$ cat src/rtl/shiftreg_pkg.sv
// -----------------------------------------------------------------------------
// shiftreg_pkg
// Shared definitions for the universal shift register.
//   MODE_*     : 3-bit operation encodings driven on the 'mode' port.
//   cnt_width  : width needed to hold a frame count of 0..n.
// No ports (package).
// -----------------------------------------------------------------------------
package shiftreg_pkg;

    localparam logic [2:0] MODE_HOLD = 3'b000;
    localparam logic [2:0] MODE_LOAD = 3'b001;
    localparam logic [2:0] MODE_SHL  = 3'b010;
    localparam logic [2:0] MODE_SHR  = 3'b011;
    localparam logic [2:0] MODE_SAR  = 3'b100;
    localparam logic [2:0] MODE_ROL  = 3'b101;
    localparam logic [2:0] MODE_ROR  = 3'b110;
    localparam logic [2:0] MODE_CLR  = 3'b111;

    // The counter must represent every value 0..n inclusive.
    function automatic int cnt_width(input int n);
        return $clog2(n + 1);
    endfunction

endpackage

$ cat src/rtl/shiftreg_frame_cnt.sv
// -----------------------------------------------------------------------------
// shiftreg_frame_cnt
// Saturating count of shifts since the last load/clear, plus a registered
// one-cycle frame_done pulse on the shift that completes an N-bit frame.
// Ports:
//   clk        in   clock, rising edge
//   reset      in   asynchronous, active-high
//   en         in   cycle enable; when low the count holds and frame_done clears
//   shift      in   strobe: current operation is a shift
//   clear      in   strobe: current operation is a load or clear (wins)
//   cnt        out  [CW-1:0] shifts since last load/clear, saturating at N
//   frame_done out  pulse after the edge where cnt goes N-1 -> N
//   busy       out  0 < cnt < N (combinational)
// -----------------------------------------------------------------------------
module shiftreg_frame_cnt #(
    parameter int N  = 8,
    parameter int CW = 4
) (
    input  logic          clk,
    input  logic          reset,
    input  logic          en,
    input  logic          shift,
    input  logic          clear,
    output logic [CW-1:0] cnt,
    output logic          frame_done,
    output logic          busy
);

    localparam logic [CW-1:0] CNT_MAX  = CW'(N);
    localparam logic [CW-1:0] CNT_LAST = CW'(N - 1);

    logic [CW-1:0] r_cnt;
    logic          r_frame_done;

    always_ff @(posedge clk or posedge reset) begin
        if (reset) begin
            r_cnt        <= '0;
            r_frame_done <= 1'b0;
        end else begin
            r_frame_done <= 1'b0;
            if (en) begin
                if (clear) begin
                    r_cnt <= '0;
                end else if (shift && (r_cnt != CNT_MAX)) begin
                    r_cnt        <= r_cnt + 1'b1;
                    // Only the transition into saturation fires the pulse.
                    r_frame_done <= (r_cnt == CNT_LAST);
                end
            end
        end
    end

    assign cnt        = r_cnt;
    assign frame_done = r_frame_done;
    assign busy       = (r_cnt != '0) && (r_cnt != CNT_MAX);

endmodule

$ cat src/rtl/shiftreg_universal.sv
// -----------------------------------------------------------------------------
// shiftreg_universal
// Universal shift register: hold, parallel load, logical shift left/right,
// arithmetic shift right, clear, and optional rotates, with serial I/O at
// both ends and a frame counter that flags a complete N-bit serial frame.
// Configuration macro:
//   SHIFTREG_ROTATE_EN  defined   -> 101 = ROL, 110 = ROR (count as shifts)
//                       undefined -> 101/110 behave as HOLD
//   SHIFT_LEN           default register width (8 if not defined elsewhere)
// Ports:
//   clk        in   clock, rising edge
//   reset      in   asynchronous, active-high; clears all state
//   en         in   cycle enable
//   mode       in   [2:0] operation select (see shiftreg_pkg)
//   sin_l      in   serial in to bit 0 on SHL
//   sin_r      in   serial in to bit N-1 on SHR
//   data_in    in   [N-1:0] parallel load value
//   data_out   out  [N-1:0] register contents
//   sout_l     out  data_out[N-1]
//   sout_r     out  data_out[0]
//   shift_cnt  out  [CW-1:0] shifts since last load/clear, saturating at N
//   frame_done out  one-cycle pulse on completion of an N-bit frame
//   busy       out  0 < shift_cnt < N
// -----------------------------------------------------------------------------
`ifndef SHIFT_LEN
`define SHIFT_LEN 8
`endif

module shiftreg_universal
    import shiftreg_pkg::*;
#(
    parameter  int N  = `SHIFT_LEN,
    localparam int CW = cnt_width(N)
) (
    input  logic          clk,
    input  logic          reset,
    input  logic          en,
    input  logic [2:0]    mode,
    input  logic          sin_l,
    input  logic          sin_r,
    input  logic [N-1:0]  data_in,
    output logic [N-1:0]  data_out,
    output logic          sout_l,
    output logic          sout_r,
    output logic [CW-1:0] shift_cnt,
    output logic          frame_done,
    output logic          busy
);

    logic [N-1:0] r_data;
    logic [N-1:0] w_next;
    logic         w_shift;
    logic         w_clear;

    always_comb begin
        w_next  = r_data;
        w_shift = 1'b0;
        w_clear = 1'b0;
        case (mode)
            MODE_HOLD: w_next = r_data;
            MODE_LOAD: begin
                w_next  = data_in;
                w_clear = 1'b1;
            end
            MODE_SHL: begin
                w_next  = {r_data[N-2:0], sin_l};
                w_shift = 1'b1;
            end
            MODE_SHR: begin
                w_next  = {sin_r, r_data[N-1:1]};
                w_shift = 1'b1;
            end
            MODE_SAR: begin
                w_next  = {r_data[N-1], r_data[N-1:1]};
                w_shift = 1'b1;
            end
`ifdef SHIFTREG_ROTATE_EN
            MODE_ROL: begin
                w_next  = {r_data[N-2:0], r_data[N-1]};
                w_shift = 1'b1;
            end
            MODE_ROR: begin
                w_next  = {r_data[0], r_data[N-1:1]};
                w_shift = 1'b1;
            end
`else
            MODE_ROL: w_next = r_data;
            MODE_ROR: w_next = r_data;
`endif
            MODE_CLR: begin
                w_next  = '0;
                w_clear = 1'b1;
            end
            default: w_next = r_data;
        endcase
    end

    always_ff @(posedge clk or posedge reset) begin
        if (reset) begin
            r_data <= '0;
        end else if (en) begin
            r_data <= w_next;
        end
    end

    shiftreg_frame_cnt #(
        .N  (N),
        .CW (CW)
    ) u_frame_cnt (
        .clk        (clk),
        .reset      (reset),
        .en         (en),
        .shift      (w_shift),
        .clear      (w_clear),
        .cnt        (shift_cnt),
        .frame_done (frame_done),
        .busy       (busy)
    );

    assign data_out = r_data;
    assign sout_l   = r_data[N-1];
    assign sout_r   = r_data[0];

endmodule

$ cat config.mk
export PLATFORM = sky130hd
export DESIGN_NAME = shiftreg_universal
export DESIGN_NICKNAME = d
export VERILOG_FILES = /design/src/rtl/shiftreg_pkg.sv /design/src/rtl/shiftreg_frame_cnt.sv /design/src/rtl/shiftreg_universal.sv
export SDC_FILE = /design/constraint.sdc
export NUM_CORES = 1
export LEC_CHECK = 0
export BUFFER_PORTS_ARGS = -buffer_cell sky130_fd_sc_hd__buf_2
export CORE_MARGIN = 2
export CORE_UTILIZATION = 45
export DETAILED_ROUTE_END_ITERATION = 16
export PLACE_DENSITY = 0.86
export SLEW_MARGIN = 20
export SYNTH_ARGS = -nofsm -noshare
export SYNTH_HDL_FRONTEND = slang
export SYNTH_HIERARCHICAL = 1
export SYNTH_SLANG_ARGS = --single-unit
$ cat constraint.sdc
create_clock -name clk -period 1.2 [get_ports clk]
set_input_delay 0.12 -clock clk [delete_from_list [all_inputs] [get_ports clk]]
set_output_delay 0.12 -clock clk [all_outputs]
set_load 0.02 [all_outputs]
=== After elaboration in Yosys (flattened, before gate mapping) ===
Index checks and enable logic that the tools add are counted.

* Flip-flop bits (word level): 13
* Bits in latches: 0
* Memory bits (writable): 0
* Memory bits (read-only): 0
* Input bits: 16
* Output and inout bits: 16
* Memories kept: 0

* Add/subtract/negate cells: 1
* $mul: 0
* Divide/modulo/power cells: 0
* Order comparisons: 0
* Equality and inequality tests: 9
* Shift operators: 0
* Multiplexer cells: 8
* Bitwise operators: 2
* Reductions and logical operators: 11

{| class="wikitable"
|+ Operators by type and width
! cell !! number
|-
| 8-bit case mux with 5 select lines || 1
|-
| 3-bit == test, second input constant || 4
|-
| 4-bit two-way mux || 2
|-
| 3-bit by 2-bit == test with 1-bit output, second input constant || 2
|-
| 3-bit OR reduction || 2
|-
| 1-bit two-way mux || 5
|-
| 4-bit by 1-bit adder with 4-bit output, second input constant || 1
|-
| 4-bit by 3-bit == test with 1-bit output, second input constant || 1
|-
| 4-bit inequality test, second input constant || 1
|-
| 2-bit AND reduction || 2
|-
| 4-bit nonzero test || 1
|-
| 3-bit by 1-bit == test with 1-bit output, second input constant || 1
|-
| 3-bit zero test || 1
|-
| 3-bit AND reduction || 1
|-
| 1-bit logical AND || 2
|-
| 1-bit NOT || 2
|-
| 2-bit nonzero test || 1
|-
| 2-bit OR reduction || 1
|}

=== Longest topological paths before layout ===
* Word-level depth: 7
* Gate-level depth with buffers: 7

=== Cells and area by module ===
The synthesis kept the hierarchy.

{| class="wikitable"
|+ By module, submodules not included
! module !! instances !! cells an instance !! area an instance (µm²)
|-
| shiftreg_universal || 1 || 82 || 711.9
|-
| shiftreg_frame_cnt || 1 || 31 || 325.3
|}

=== Worst setup path before layout ===
No wires, ideal clock.

* Path type: register to register
* From: register u_frame_cnt.r_cnt[0] (netlist: u_frame_cnt/cnt[0])
* To: register u_frame_cnt.r_cnt[0] (netlist: u_frame_cnt/cnt[0])
* Data arrival time: 1.322 ns
* Required time: 1.075 ns
* Slack: -0.247 ns
* Cell stages (with the launch flop): 6
* Path buffers: 0
* Period minus slack after synthesis: 1.447 ns
* Cell sequence: dfrtp_1 > inv_1 > ha_1 > nand3b_4 > nand3_4 > mux2_4

* Longest elaborated chain between the ends: 4
* Elaborated cells between the ends (all ways): 7
* Those cells by class: add/sub: 1; eq/ne: 1; mux: 2; reduce/logical: 3

{| class="wikitable"
|+ RTL lines
! what !! RTL line !! text
|-
| start, declared || shiftreg_frame_cnt.sv:32 || <nowiki>logic [CW-1:0] r_cnt;</nowiki>
|-
| start signal, assigned || shiftreg_frame_cnt.sv:45 || <nowiki>r_cnt <= r_cnt + 1'b1;</nowiki>
|-
| branches (longest 4 deep; another with 4-bit by 1-bit adder with 4-bit output) || n/a ||
|}

Parallel ways; which one is timed is not known. The select of a mux whose other input is x is not followed.
A chain may end at the register's enable or synchronous reset.

=== Worst setup path after layout ===
Ends and elaborated chain as after synthesis.

==> flow_summary.json <==
{
  "swShare": 0.411,
  "synth_edf_count": 0,
  "yosys_warnings": 6,
  "final_min_period_over_clock_period": 1.05,
  "crit_path_end_kind": "flip-flop",
  "critPathRequiredTime_ps": 1360,
  "htree_levels": 1,
  "vias": 1093,
  "area_growth_pct": 40.7,
  "grt_overflow": 0,
  "final-seq-area_um2": 329,
  "grt_max_degree": 12,
  "synthMostInstantiatedCell": "dfrtp_1",
  "synth_simple_gate_area_share": 0.186,
  "viasPerCell": 5.55,
  "reg2reg_slack_ps": -60,
  "power_frac_seq": 0.342,
  "synthCells": 113,
  "wl_per_cell_um": 14.6,
  "fin_crit_ps": 1260,
  "die-area_um2": 2710,
  "setup_viol": 3,
  "final.fill_count": 184,
  "violations": "setup timing",
  "antenna_found_initial": 0,
  "yosysTopAreaCell": "dfrtp_1",
  "p_switching_uw": 795,
  "timing.rr.end": "u_frame_cnt/cnt[0]",
  "netlist-cell-type-count": 39,
  "cts_tree": "done",
  "grt_use_met2": 0.411,
  "crit_fanout": 3,
  "internal_power_uw": 1140,
  "portBuffers": 31,
  "grt_util_met3": 0.0718,
  "drc": 0,
  "clkTransAtPathRegs_ps": 80,
  "met1_usage": 0.253,
  "num_rows": 17,
  "start_util": 0.473,
  "cts_sinks": 13,
  "synthMuxAreaShare": 0.0531,
  "rsz0062_at_grt": "yes",
  "fin_tns_setup_ps": -118,
  "grt_pass1_wl_um": 4570,
  "top_usage_layer": "met2",
  "synth-xor-area-share": 0.00844,
  "cts_buffers": 3,
  "hold_viol_final": 0,
  "maxCapViolCount": 0,
  "reg2reg_depth": 5,
  "syn_avg_cell_area_um2": 9.18,
  "status": "finished, violations left",
  "ys_top_cells_by_area": "dfrtp_1 (31%), o22a_1 (5.1%), a21oi_1 (3.9%)",
  "place_inst": 190,
  "async_flop_share": 1.00,
  "min_to": "data_out[3]",
  "hold-worst-slack_ps": 191,
  "syn_area_um2": 1040,
  "pin_count": 32,
  "layout.nets": 188,
  "p_leak_uw": 0.000717,
  "drt-pass1-iter-count": 4,
  "cp-start-kind": "flip-flop",
  "rr_startpoint": "u_frame_cnt/cnt[0]",
  "core_um2": 2190,
  "max_freq_mhz": 793,
  "clockRootBuffer": "clkbuf_4",
  "first_iter_violations": 20,
  "synth-seq-cells": 13,
  "hold_class": "input port to flip-flop",
  "drv_slew": 0,
  "tightest_slew_ps": 396,
  "synthTopCellsByCount": "dfrtp_1 (13), inv_1 (9), nand2_1 (9)",
  "synth_fa_ha_area_frac": 0.0241,
  "p_per_area_nw_per_um2": 1330,
  "grt_pass1_vias": 1059,
  "clock_skew_ps": 1.78,
  "worstSetupPathType": "flip-flop to flip-flop",
  "synth_top_area_frac": 0.314,
  "synth-compound-area-share": 0.326,
  "stdcell_count": 197,
  "hpwl_um": 2280,
  "slew_headroom": 0.732,
  "fin_ws_ps": -60.8,
  "drive_gt1_frac": 0.479,
  "die_y_um": 52.0,
  "min_path_cells": 3,
  "worstPathArrival_ps": 1420,
  "routed_wl_um": 2890,
  "p_comb_frac": 0.521,
  "postRouteAntennaNets": 0,
  "vdd_drop_max_uv": 1140,
  "diodes": 0,
  "clockBufferDepth": 2,
  "ys_seq_area_frac": 0.314,
  "synth_top_family_by_area": "compound AO/OA/AOI/OAI gates",
  "min_from": "data_in[3]",
  "ys_dominant_reg_cell": "dfrtp_1",
  "grt_usage": 0.228,
  "die_x_um": 52.0,
  "multiInputGateArea_um2": 652,
  "gp_congestion": 0.881,
  "pwr-share-clk": 0.137,
  "worstSkewPairLatency_ps": 270,
  "synth.net_count": 131
}
-- critical path: stages (launching register included) --
cell and delay (ps):
dfrtp_2 430, inv_2 80, ha_4 140, nand3b_4 90, nand3_4 110, mux2_4 300
-- flip-flops by register name (all words and copies together), names as in the netlist --
signal	count
data_out	8
u_frame_cnt/cnt	4
u_frame_cnt/frame_done	1
-- how the worst max path moves through the flow --
| stage | start | end | slack (ps) |
|---|---|---|---|
| floorplan | u_frame_cnt/cnt[1] | u_frame_cnt/cnt[0] | -80 |
| global placement | mode[0] | u_frame_cnt/cnt[0] | -100 |
| detailed placement | mode[0] | u_frame_cnt/cnt[3] | -200 |
| CTS | u_frame_cnt/cnt[1] | busy | -60 |
| global route | u_frame_cnt/cnt[1] | busy | -100 |
| finish | u_frame_cnt/cnt[0] | u_frame_cnt/cnt[0] | -60 |
-- routing by layer --
metal  vias to the layer above  part of all wire
li1                        534                 -
met1                       518              0.42
met2                        35              0.52
met3                         6             0.050
met4                         0             0.012
met5                         -                 0
-- metrics by stage --
stage               total power [uW]  utilization  worst slack (ps)  area [um2]
detailed placement              1610        0.631              -203        1380
CTS                             1920        0.654             -59.3        1430
global placement                1580        0.631              -101        1380
global route                    2060        0.666              -104        1460
finish                          1940        0.666             -60.8        1460
floorplan                       1260            -             -79.4        1060
-- final cells by class --
class	instances	area share
clock buffers	3	0.0154
clock inverters	1	0.00343
inverters	9	0.0232
multi-input cells	83	0.447
flip-flops and latches	13	0.226
well taps	28	0.0240
repair buffers	60	0.262
-- cells by family after synthesis --
| kind of cell | after synthesis |
|---|---|
| AOI/OAI and AO/OA | 45 |
| DFF | 13 |
| muxes | 5 |
| xor gates and xnor gates | 1 |
| and+or+nand+nor | 30 |
| adders and majority gates | 2 |
| buffers and inverters | 17 |
-- cell usage in the layout, fill, tap and decap left out, types with 2 or more instances in the layout --
master,count
buf_2,30
buf_4,28
dfrtp_1,10
nand2_1,9
a21oi_1,8
inv_1,7
o22a_1,6
o21ai_0,5
a22oi_1,4
nand2b_1,4
a22o_1,4
mux2i_1,4
nor2_1,4
o21ai_1,3
nand3_1,3
clkbuf_4,3
dfrtp_2,3
nor2b_4,2
o32ai_1,2
o211ai_1,2
a211oi_2,2
inv_2,2
a41oi_1,2
-- repair_timing --
item | CTS | global route
gates resized for setup | 2 | 4
cloned | 0 | 0
setup buffers | 1 | 1
endpoints found under the hold margin | 13 | 0
pin swaps | 1 | 1
setup endpoints to repair | 5 | 5
hold buffers | 1 | 0
-- power by group through the flow --
stage	sequential [uW]	combinational (uW)	clock, uW
after floorplan	788	468	0
final	663	1010	265
after global placement	665	912	0
after global routing	674	1080	301
after detailed placement	674	938	0
after CTS	663	990	271
No activity file was read; power rests on OpenSTA's default activity.
